## config.mk

```make
export PLATFORM = sky130hd
export DESIGN_NAME = nonrestoring_divider
export DESIGN_NICKNAME = d
export VERILOG_FILES = /design/src/rtl/div_pkg.sv /design/src/rtl/addsub_n.sv /design/src/rtl/nonrestoring_divider.sv
export SDC_FILE = /design/constraint.sdc
export NUM_CORES = 1
export LEC_CHECK = 0
export ABC_AREA = 1
export CORE_ASPECT_RATIO = 1.4
export CORE_MARGIN = 2
export CORE_UTILIZATION = 60
export CTS_BUF_LIST = sky130_fd_sc_hd__clkbuf_4 sky130_fd_sc_hd__clkbuf_8
export DETAILED_ROUTE_END_ITERATION = 10
export GPL_TIMING_DRIVEN = 0
export HOLD_SLACK_MARGIN = 0.02
export PLACE_DENSITY = 0.93
export SLEW_MARGIN = 10
export SYNTH_ARGS = -nofsm -noshare
export SYNTH_HDL_FRONTEND = slang
export SYNTH_SLANG_ARGS = --single-unit
```

## constraint.sdc

```tcl
create_clock -name clk -period 7.83 [get_ports clk]
set_clock_uncertainty 0.2 [all_clocks]
set_input_delay 2.349 -clock clk [delete_from_list [all_inputs] [get_ports clk]]
set_output_delay 2.349 -clock clk [all_outputs]
set_load 0.02 [all_outputs]
```

## src/rtl/div_pkg.sv

```systemverilog
// Shared types and defaults for the sequential non-restoring divider.
package div_pkg;

  typedef enum logic [1:0] {
    IDLE = 2'd0,
    CALC = 2'd1,
    FIX  = 2'd2,
    DONE = 2'd3
  } div_state_t;

  localparam int unsigned DIV_W_DEFAULT = 4;

endpackage : div_pkg

```

## src/rtl/addsub_n.sv

```systemverilog
// N-bit ripple add/sub: sum = a + (b ^ {N{sub}}) + sub, carry-out on ca.
module addsub_n #(
  parameter int unsigned N = 5
) (
  input  logic         sub,
  input  logic [N-1:0] a,
  input  logic [N-1:0] b,
  output logic [N-1:0] sum,
  output logic         ca
);

  logic [N:0]   carry;
  logic [N-1:0] b_eff;

  // Ripple chain; sub inverts b and supplies the carry-in to form two's-complement subtraction.
  always_comb begin
    carry    = '0;
    sum      = '0;
    b_eff    = b ^ {N{sub}};
    carry[0] = sub;
    for (int i = 0; i < int'(N); i++) begin
      sum[i]     = a[i] ^ b_eff[i] ^ carry[i];
      carry[i+1] = (a[i] & b_eff[i]) | (carry[i] & (a[i] ^ b_eff[i]));
    end
    ca = carry[N];
  end

endmodule : addsub_n

```

## src/rtl/nonrestoring_divider.sv

```systemverilog
// Sequential unsigned divider: one non-restoring add/sub step per cycle, start/busy/done handshake.
module nonrestoring_divider
  import div_pkg::*;
#(
  parameter int unsigned WIDTH = DIV_W_DEFAULT
) (
  input  logic             clk,
  input  logic             rst_n,
  input  logic             start,
  input  logic [WIDTH-1:0] dividend,
  input  logic [WIDTH-1:0] divisor,
  output logic             busy,
  output logic             done,
  output logic [WIDTH-1:0] quotient,
  output logic [WIDTH-1:0] remainder,
  output logic             div_by_zero
);

  localparam int unsigned AW = WIDTH + 1;
  localparam int unsigned CW = $clog2(WIDTH + 1);

  div_state_t       state;
  logic [AW-1:0]    a_reg;
  logic [AW-1:0]    m_reg;
  logic [WIDTH-1:0] q_reg;
  logic [CW-1:0]    count;

  logic [AW-1:0]    op_a;
  logic             op_sub;
  logic [AW-1:0]    sum;
  logic             unused_carry;

  // Operand select for the shared add/sub: shifted partial remainder in CALC, plain A in FIX.
  always_comb begin
    op_a   = a_reg;
    op_sub = 1'b0;
    if (state == CALC) begin
      op_a   = {a_reg[WIDTH-1:0], q_reg[WIDTH-1]};
      op_sub = ~a_reg[WIDTH];
    end
  end

  addsub_n #(
    .N (AW)
  ) u_addsub (
    .sub (op_sub),
    .a   (op_a),
    .b   (m_reg),
    .sum (sum),
    .ca  (unused_carry)
  );

  // Control FSM and datapath registers; all outputs registered.
  always_ff @(posedge clk or negedge rst_n) begin
    if (!rst_n) begin
      state       <= IDLE;
      a_reg       <= '0;
      m_reg       <= '0;
      q_reg       <= '0;
      count       <= '0;
      busy        <= 1'b0;
      done        <= 1'b0;
      quotient    <= '0;
      remainder   <= '0;
      div_by_zero <= 1'b0;
    end else begin
      done <= 1'b0;
      case (state)
        IDLE: begin
          if (start) begin
            busy <= 1'b1;
            if (divisor == '0) begin
              quotient    <= '1;
              remainder   <= dividend;
              div_by_zero <= 1'b1;
              done        <= 1'b1;
              state       <= DONE;
            end else begin
              m_reg <= {1'b0, divisor};
              a_reg <= '0;
              q_reg <= dividend;
              count <= CW'(WIDTH);
              state <= CALC;
            end
          end
        end
        CALC: begin
          a_reg <= sum;
          q_reg <= {q_reg[WIDTH-2:0], ~sum[WIDTH]};
          count <= count - CW'(1);
          if (count == CW'(1)) begin
            state <= FIX;
          end
        end
        FIX: begin
          // A negative final partial remainder gets M added back once.
          if (a_reg[WIDTH]) begin
            a_reg     <= sum;
            remainder <= sum[WIDTH-1:0];
          end else begin
            remainder <= a_reg[WIDTH-1:0];
          end
          quotient    <= q_reg;
          div_by_zero <= 1'b0;
          done        <= 1'b1;
          state       <= DONE;
        end
        DONE: begin
          busy  <= 1'b0;
          state <= IDLE;
        end
        default: begin
          busy  <= 1'b0;
          state <= IDLE;
        end
      endcase
    end
  end

endmodule : nonrestoring_divider
```

[Word-level counts from Yosys, hierarchy flattened]
Index checks and enable logic that the tools add are counted.
Word-level totals
  bits in registers: 29
  latch bits: 0
  bits in writable memories: 0
  memory bits (read-only): 0
  input bits: 11
  output and inout port bits: 11
  logic and storage cells: 91
  memories kept: 0
Operators by class
  $add $sub $neg: 1
  multiply operators: 0
  divide/modulo/power cells: 0
  magnitude comparators: 0
  equal/unequal tests: 9
  shift operators: 0
  muxes and demuxes: 31
  bitwise operators: 26
  reductions and logical operators: 13
Operator list (number)
  $mux W4: 7
  $pmux W4 S2: 3
  $mux W5: 4
  $pmux W5 S3: 1
  $reduce_and A3 Y1: 4
  $xor A1 B1 Y1: 10
  $and A1 B1 Y1: 8
  $ne A2 B2 Y1 const B: 4
  $pmux W2 S4: 1
  $mux W1: 6
  $mux W2: 3
  $mux W3: 2
  $pmux W1 S2: 3
  $pmux W3 S2: 1
  $reduce_bool A2 Y1: 3
  $xor A4 B5 Y5: 1
  $eq A2 B2 Y1 const B: 2
  $logic_not A4 Y1: 1
  $or A1 B1 Y1: 4
  $reduce_and A2 Y1: 2
  $reduce_and A4 Y1: 1
  $eq A3 B1 Y1 const B: 1
  $not A1 Y1: 3
  $reduce_bool A3 Y1: 1
  other kinds (4): 4

[Depth between registers and ports, before layout]
Gate-level depths: netlist of the first run.
  word-level depth: 15
  gate-level depth with buffers: 17

[By module]
From an unflattened synthesis of the first run, not the netlist that was laid out.
Unflattened totals
  cell total of the unflattened synthesis: 249
  area total of the unflattened synthesis: 1839.3 µm²
By module, submodules not included
  nonrestoring_divider: times used 1, cells an instance 214, area an instance 1642.8 µm²
  addsub_n: times used 1, cells an instance 35, area an instance 196.4 µm²

[Worst setup path before layout of the first run]
No wires, ideal clock.
  path kind: in2reg
  from: input port divisor[1]
  to: register count[0]
  library setup time: 0.121 ns
  data arrival time: 3.000 ns
  data required time: 7.509 ns
  slack: 4.509 ns
  stages on the path: 7
  path buffers: 1
  cell sequence: nor2_1 > nand2_1 > nand2_4 > nand2_2 > buf_6 > nand3_1 > o21ai_1
Between the ends
  cells in the longest elaborated chain, start to end: 3
Ends and longest elaborated chain
  start, declared: RTL line nonrestoring_divider.sv:11  | input logic [WIDTH-1:0] divisor,
  $logic_not A4 Y1: RTL line nonrestoring_divider.sv:72  | if (divisor == '0) begin
  $ne A2 B2 Y1 (no source line)
  $reduce_and A3 Y1 (no source line)
  end signal, assigned: RTL line nonrestoring_divider.sv:82  | count <= CW'(WIDTH);
  end signal, assigned: RTL line nonrestoring_divider.sv:90  | count <= count - CW'(1);
  end, declared: RTL line nonrestoring_divider.sv:26  | logic [CW-1:0] count;
Every way passes these cells.
A chain may end at the register's enable or synchronous reset.

[Final worst setup path of the first run]
  from: register quotient[0]
  to: output port quotient[0]
RTL lines
  start, declared: RTL line nonrestoring_divider.sv:14  | output logic [WIDTH-1:0] quotient,
  start signal, assigned: RTL line nonrestoring_divider.sv:103  | quotient <= q_reg;
No word-level cell between the ends.

==> results.md, run 1 <==
- Starting Density: 61.9%
- Max FO, Critical Path: 2
- Full die area: about 3400 sq um
- Post-synth net total: 245
- Cell area power density: between 400 and 500 nW/um^2
- CP top delay family: buffers and inverters
- Site Rows: 23
- Routed len/inst: around 13 um
- Final Critical Period: roughly 3.8 ns
- Status: completed
- Final wirelength: roughly 3700 um
- Commonest non-fill, non-tap cell in the layout: nand2_1
- Final antenna-violating net count: 0
- Sequential area share after synthesis: between 40% and 50%
- Mean Syn Cell Area: ~7.8 sq um
- Count of final max-slew check failures: 0
- Design Area, Final: around 2100 sq um
- Async SR Flop Fraction: 100%
- Synth Area in Compound Gates: a little under 9%
- Vias in the first global route: 1479
- Gr ovfl total: 0
- Synth-to-Final Area Change: 19.4%
- WP data arrival: 1.24 ns
- DRT iter0 DRCs: 34
- CTS buffer count: 5
- Largest net degree at the start of global routing: 30
- Clock sinks: 29
- Gates resized, CTS repair: 0
- Final setup viols: 0
- Synth Area in Adders: 7.74%
- Max Buffers Root-to-Sink: 2
- Slew HR: ~58%
- Slew @ Worst Pin: 0.634 ns
- Port Buffers: 21
- Ports: 22
- Core area: approximately 2800 sq um
- Commonest non-fill, non-tap cells in the layout: nand2_1, dfrtp_1, inv_1
- Period utilization: 48.4%
- Clock Latency Late Sink: ~0.29 ns
- RD Place Congestion: between 0.8 and 0.9
- Die width: about 50 um
- Largest family of logic cells by synthesized area: simple AND/OR/NAND/NOR gates
- F_max: between 200 and 300 MHz
- Fillers: 246
- Final worst slack: 4.04 ns
- Vias: approximately 1500
- Hold Crit Class: flop to flop
- Dominant synthesized flop cell: dfrtp_1
- Worst Path Required: around 5.3 ns
- RSZ-0062 raised after global routing: no
- Post-Synth XOR/XNOR Area: ~2.0%
- H-tree Lvls: 2
- Root Buffer: clkbuf_8
- Post-synthesis mux area share: less than 1%
- Distinct cells, synth: 27
- DRC violations left: 0
- Final Hold Vio Count: 0
- Critical path's largest stage delay: 0.61 ns
- Place WS: 3.75 ns
- Post-Syn Area: 1750 sq um
- Post-CTS Setup Inserts: 0
- Fin Hold WS: 0.269 ns
- Simple-gate share of the synthesized area: between 20% and 30%
- CP Capture Type: output pin
- Number of flip-flops in the largest register: 5
- DP Cell Count: ~280
- Via/cell ratio: 5.21
- EDFF count, synth: 0
- CTS Hold Bufs: 0
- Syn Inst Count: 225
- Initial antenna violation count: 0
- Synthesized flop and latch total: 29
- Setup_tns: 0 ns
- Yosys Warn Count: 0
- Antenna Cells: 0
- First-pass GRT wire length: approximately 6300 um
- Leakage power: approximately 1.1 nW
- MaxCap Viol Count: 0
- CTS tree: done
- Worst path slowest cell: clkdlybuf4s50_1
- Final nets: ~270
- Non-Filler Instances: slightly below 300
- Layout cells sized above 1: 11.4%
- Critical path cell sequence: clkdlybuf4s50_1
- Area post-placement: ~2000 sq um
- Clk pin slew, worst setup/hold paths: about 0.06 ns
- Die height: between 60 and 70 um
- GRT Overall Usage: 25.4%
- Bufs and invs on worst path: 1
- Worst VDD drop: about 300 uV
- Setup CP Type: flop to output pin
- DP HPWL: roughly 2700 um
- Pre-antenna DRT Iters: 4
- Critical path launch point type: flop
[where the power goes]
part	internal (W)	leakage, nW	switching, W
logic	0.000229	0.690	0.000355
registers	0.000216	0.365	0.0000391
clock network	0.0000648	0.0484	0.0000560
total	0.000509	1.10	0.000450
[path summary, 6_finish.rpt]
check	startpoint	end	slack [ns]	cells past startpoint
min in group asynchronous	rst_n	div_by_zero	1.88	1
min	quotient[3]	quotient[3]	0.27	2
min reg2reg	quotient[3]	quotient[3]	0.27	2
max reg2reg	state[1]	q_reg[0]	4.46	16
max in group asynchronous	rst_n	remainder[1]	5.13	1
max	quotient[0]	quotient[0]	4.04	1
[per-layer routing]
layer / vias to the layer above / part of all wire, % / global-route usage (%)
met5: - / 0 / 0
li1: 757 / - / -
met2: 50 / 54 / 45.3
met4: 0 / 3.3 / 15.3
met3: 13 / 5.1 / 6.99
met1: 697 / 38 / 26.6
[per-stage QoR]
stage	util, %	total power [W]
after floorplan	-	0.000678
after global placement	71.0	0.000810
after detailed placement	71.0	0.000833
after CTS	74.0	0.000963
after global routing	73.9	0.00105
final	73.9	0.000959
[synth_stat cells (2+ instances only)]
cell | n | area share (%)
buf_6 | 2 | 1.3
nand2_2 | 3 | 1.1
inv_4 | 3 | 1.1
nand3_1 | 13 | 3.7
nor2_1 | 4 | 0.86
xor2_1 | 4 | 2.0
nand2_1 | 95 | 20
nand2_4 | 3 | 1.9
buf_4 | 2 | 0.86
dfrtp_1 | 29 | 42
o21ai_0 | 8 | 2.3
a21oi_1 | 3 | 0.86
fa_1 | 3 | 3.4
inv_1 | 28 | 6.0
o21ai_1 | 5 | 1.4
o21ai_2 | 2 | 1.0
o221ai_1 | 3 | 1.5
ha_1 | 6 | 4.3
[cell type report]
cell class / instances / area (sq um) / share of cell area [%]
Buffer: 5 / 42.5 / 2.04
Clock buffer: 6 / 76.3 / 3.66
Timing Repair Buffer: 21 / 205 / 9.85
Clock inverter: 2 / 10.0 / 0.480
Inverter: 31 / 124 / 5.95
Sequential cell: 29 / 726 / 34.8
Tap cell: 37 / 46.3 / 2.22
Multi-Input combinational cell: 160 / 853 / 41.0
[kinds of logic after synthesis]
logic type                 after synthesis
AOI/OAI and AO/OA                       24
adders and majority gates                9
xor gates and xnor gates                 4
DFF                                     29
buffers and inverters                   36
and+or+nand+nor                        122
muxes                                    1
No activity file was read; power rests on OpenSTA's default activity.
==> run 2, diff against run 1 <==
CORE_UTILIZATION = 52   (was 60)
PLACE_DENSITY = 0.87   (was 0.93)
clock period = 3.05 ns   (was 7.83 ns; I/O delays follow)
==> run 2 against run 1 <==
- utilization is 3.3 points lower
- cell count is 3.1% higher
- worst hold slack worse by 0.0029 ns
- first-iteration DRC count is 100% higher
- count of clock-buffer cells in the layout is 1 higher
- power grew to 2.9 times the previous value
- design area is 6.8% higher
- largest power group unchanged
==> results.md, run 2 (synthesis gave the netlist of run 1 again) <==
- Status: completed
- Combinational power share: 64.6% (+3.7 points)
- Setup CP Type: flop to flop
- DRT iter0 DRCs: 68 (+100%)
- H-tree Lvls: 2 (unchanged)
- Cell area power density: 1250 nW/um^2 (+170%)
- Commonest non-fill, non-tap cell in the layout: nand2_1
- WP data arrival: 3.01 ns (+1.77 ns)
- F_max: between 300 and 400 MHz
- Count of final max-slew check failures: 0 (unchanged)
- Clock Latency Late Sink: 0.28 ns (about the same)
- DP Cell Count: 285 (+0.71%)
- GRT Overall Usage: 22.1% (-3.2 points)
- Ports: 22 (unchanged)
- Worst hold start: quotient[3]
- Root Buffer: clkbuf_8
- Commonest non-fill, non-tap cells in the layout: nand2_1, dfrtp_1, inv_1
- Met3 WL post-DR: 190 um (+1.6%)
- Site Rows: 24 (+4.3%)
- Final setup viols: 0 (unchanged)
- Hold Crit Class: flop to flop
- CTS tree: done
- Full die area: 3840 sq um (+14%)
- Final Hold Vio Count: 0 (unchanged)
- Worst r2r src: state[1]
- Max Buffers Root-to-Sink: 2 (unchanged)
- CTS buffer count: 5 (unchanged)
- Net switching power: 0.00129 W (+190%)
- Worst Path Required: 3.02 ns (-2.26 ns)
- Met2 wire len: 2270 um (+15%)
- Gr ovfl total: 0 (unchanged)
- Die width: 53.0 um (+6.8%)
- Antenna Cells: 0 (unchanged)
- Vias: 1604 (+5.7%)
- CP Capture Type: flop
- Port Buffers: 21 (unchanged)
- Pre-antenna DRT Iters: 4 (unchanged)
- Starting Density: 55.4% (-6.5 points)
- Worst VDD drop: 617 uV (+110%)
- Via/cell ratio: 5.35 (+2.6%)
- Slew HR: 57.5% (-0.25 points)
- Flop pwr share: 23.8% (-2.8 points)
- Synth-to-Final Area Change: 27.5%
- Final worst slack: 0.0110 ns (-4.03 ns)
- Critical path launch point type: flop
- MaxCap Viol Count: 0 (unchanged)
- Leakage power: 1.15 nW (+4.1%)
- Vias in the first global route: 1470 (-0.61%)
- Final antenna-violating net count: 0 (unchanged)
- Final wirelength: 4220 um (+15%)
- Switch share: 46.5% (-0.36 points)
- Routed len/inst: 14.1 um (+12%)
- P_int: 0.00148 W (+190%)
- DP HPWL: 2710 um (-1.0%)
- Core area: 3150 sq um (+12%)
- Final nets: 281 (+2.9%)
- Clk pwr share: 11.6% (-1.0 points)
- DRC violations left: 0 (unchanged)
- CTS Hold Bufs: 0 (unchanged)
- Clock sinks: 29 (unchanged)
- Die height: 72.6 um (+7.0%)
- M1 WL: 1610 um (+18%)
- Largest net degree at the start of global routing: 30 (unchanged)
- Period utilization: approximately 100%
- Max layer used: met4
- First-pass GRT wire length: 6220 um (-1.8%)
- Number of flip-flops in the largest register: 5 (unchanged)
- RSZ-0062 raised after global routing: yes
- Clk pin slew, worst setup/hold paths: 0.06 ns (about the same)
- Max FO, Critical Path: 8 (+6)
- Initial antenna violation count: 0 (unchanged)
- Place WS: -0.295 ns (-4.05 ns)
- Non-Filler Instances: 300 (+3.1%)
- Layout cells sized above 1: 19.9% (+8.5 points)
- RD Place Congestion: 0.820 (-2.4%)
- Slew @ Worst Pin: 0.638 ns (+0.00382 ns)
- Worst Setup SP: state[1]
- Final Critical Period: slightly above 3 ns
- Fillers: 247 (+0.41%)
## run 2: metal layers
layer / track usage (%) / up-vias
met5: 0 / -
met3: 4.94 / 19
met2: 38.5 / 61
met4: 12.3 / 0
met1: 24.2 / 752
li1: - / 772
## run 2: timing repair
item                                    4_1_cts  5_1_grt
gates resized for setup                       9       15
pin swaps                                     0        9
buffers inserted                              1        7
endpoints found under the hold margin         0        0
endpoints found under the setup margin        4        3
## run 2: worst paths after layout
check                      cells past startpoint      endpoint  slack (ns)
max                                           17      q_reg[0]        0.01
min                                            2   quotient[3]        0.27
max reg2reg                                   17      q_reg[0]        0.01
min reg2reg                                    2   quotient[3]        0.27
max in group asynchronous                      1  remainder[3]        1.78
min in group asynchronous                      1      state[0]        0.45
## run 2: per-stage QoR
stage               hold slack, ns  power [W]  util (%)  TNS, ns  cell area, sq um
floorplan                    0.261    0.00174         -        0              1750
global placement             0.252    0.00209      63.6   -0.235              2000
detailed placement           0.258    0.00216      63.4   -0.743              2000
CTS                          0.273    0.00256      67.1        0              2120
global route                 0.305    0.00300      70.6   -0.252              2220
finish                       0.266    0.00277      70.6        0              2220
## run 2: area by class of cell
type	instances	area, sq um	share of cell area (%)
inverters	31	128	5.74
clock buffers	7	90.1	4.05
flip-flops and latches	29	726	32.6
repair buffers	29	265	11.9
plain buffers	5	60.1	2.70
well taps	39	48.8	2.19
multi-input cells	160	907	40.8
## run 2: critical path, stage by stage, from the launching register on
cell,delay [ns]
dfrtp_1,0.40
inv_2,0.11
ha_4,0.18
buf_8,0.14
nand2_2,0.07
nand3_2,0.09
nand2_1,0.09
fa_2,0.40
fa_2,0.38
fa_2,0.39
inv_2,0.06
nand2_2,0.05
nand2_2,0.06
nand3_2,0.06
nand2_2,0.09
nand2_1,0.06
nand2_1,0.05
nand2_1,0.04
## run 2: power groups by stage
stage,clock network [W],registers [W],logic (W)
after floorplan,0,0.000722,0.00102
after global placement,0,0.000649,0.00144
after detailed placement,0,0.000657,0.00150
after CTS,0.000329,0.000650,0.00158
after global routing,0.000340,0.000675,0.00198
final,0.000322,0.000660,0.00179
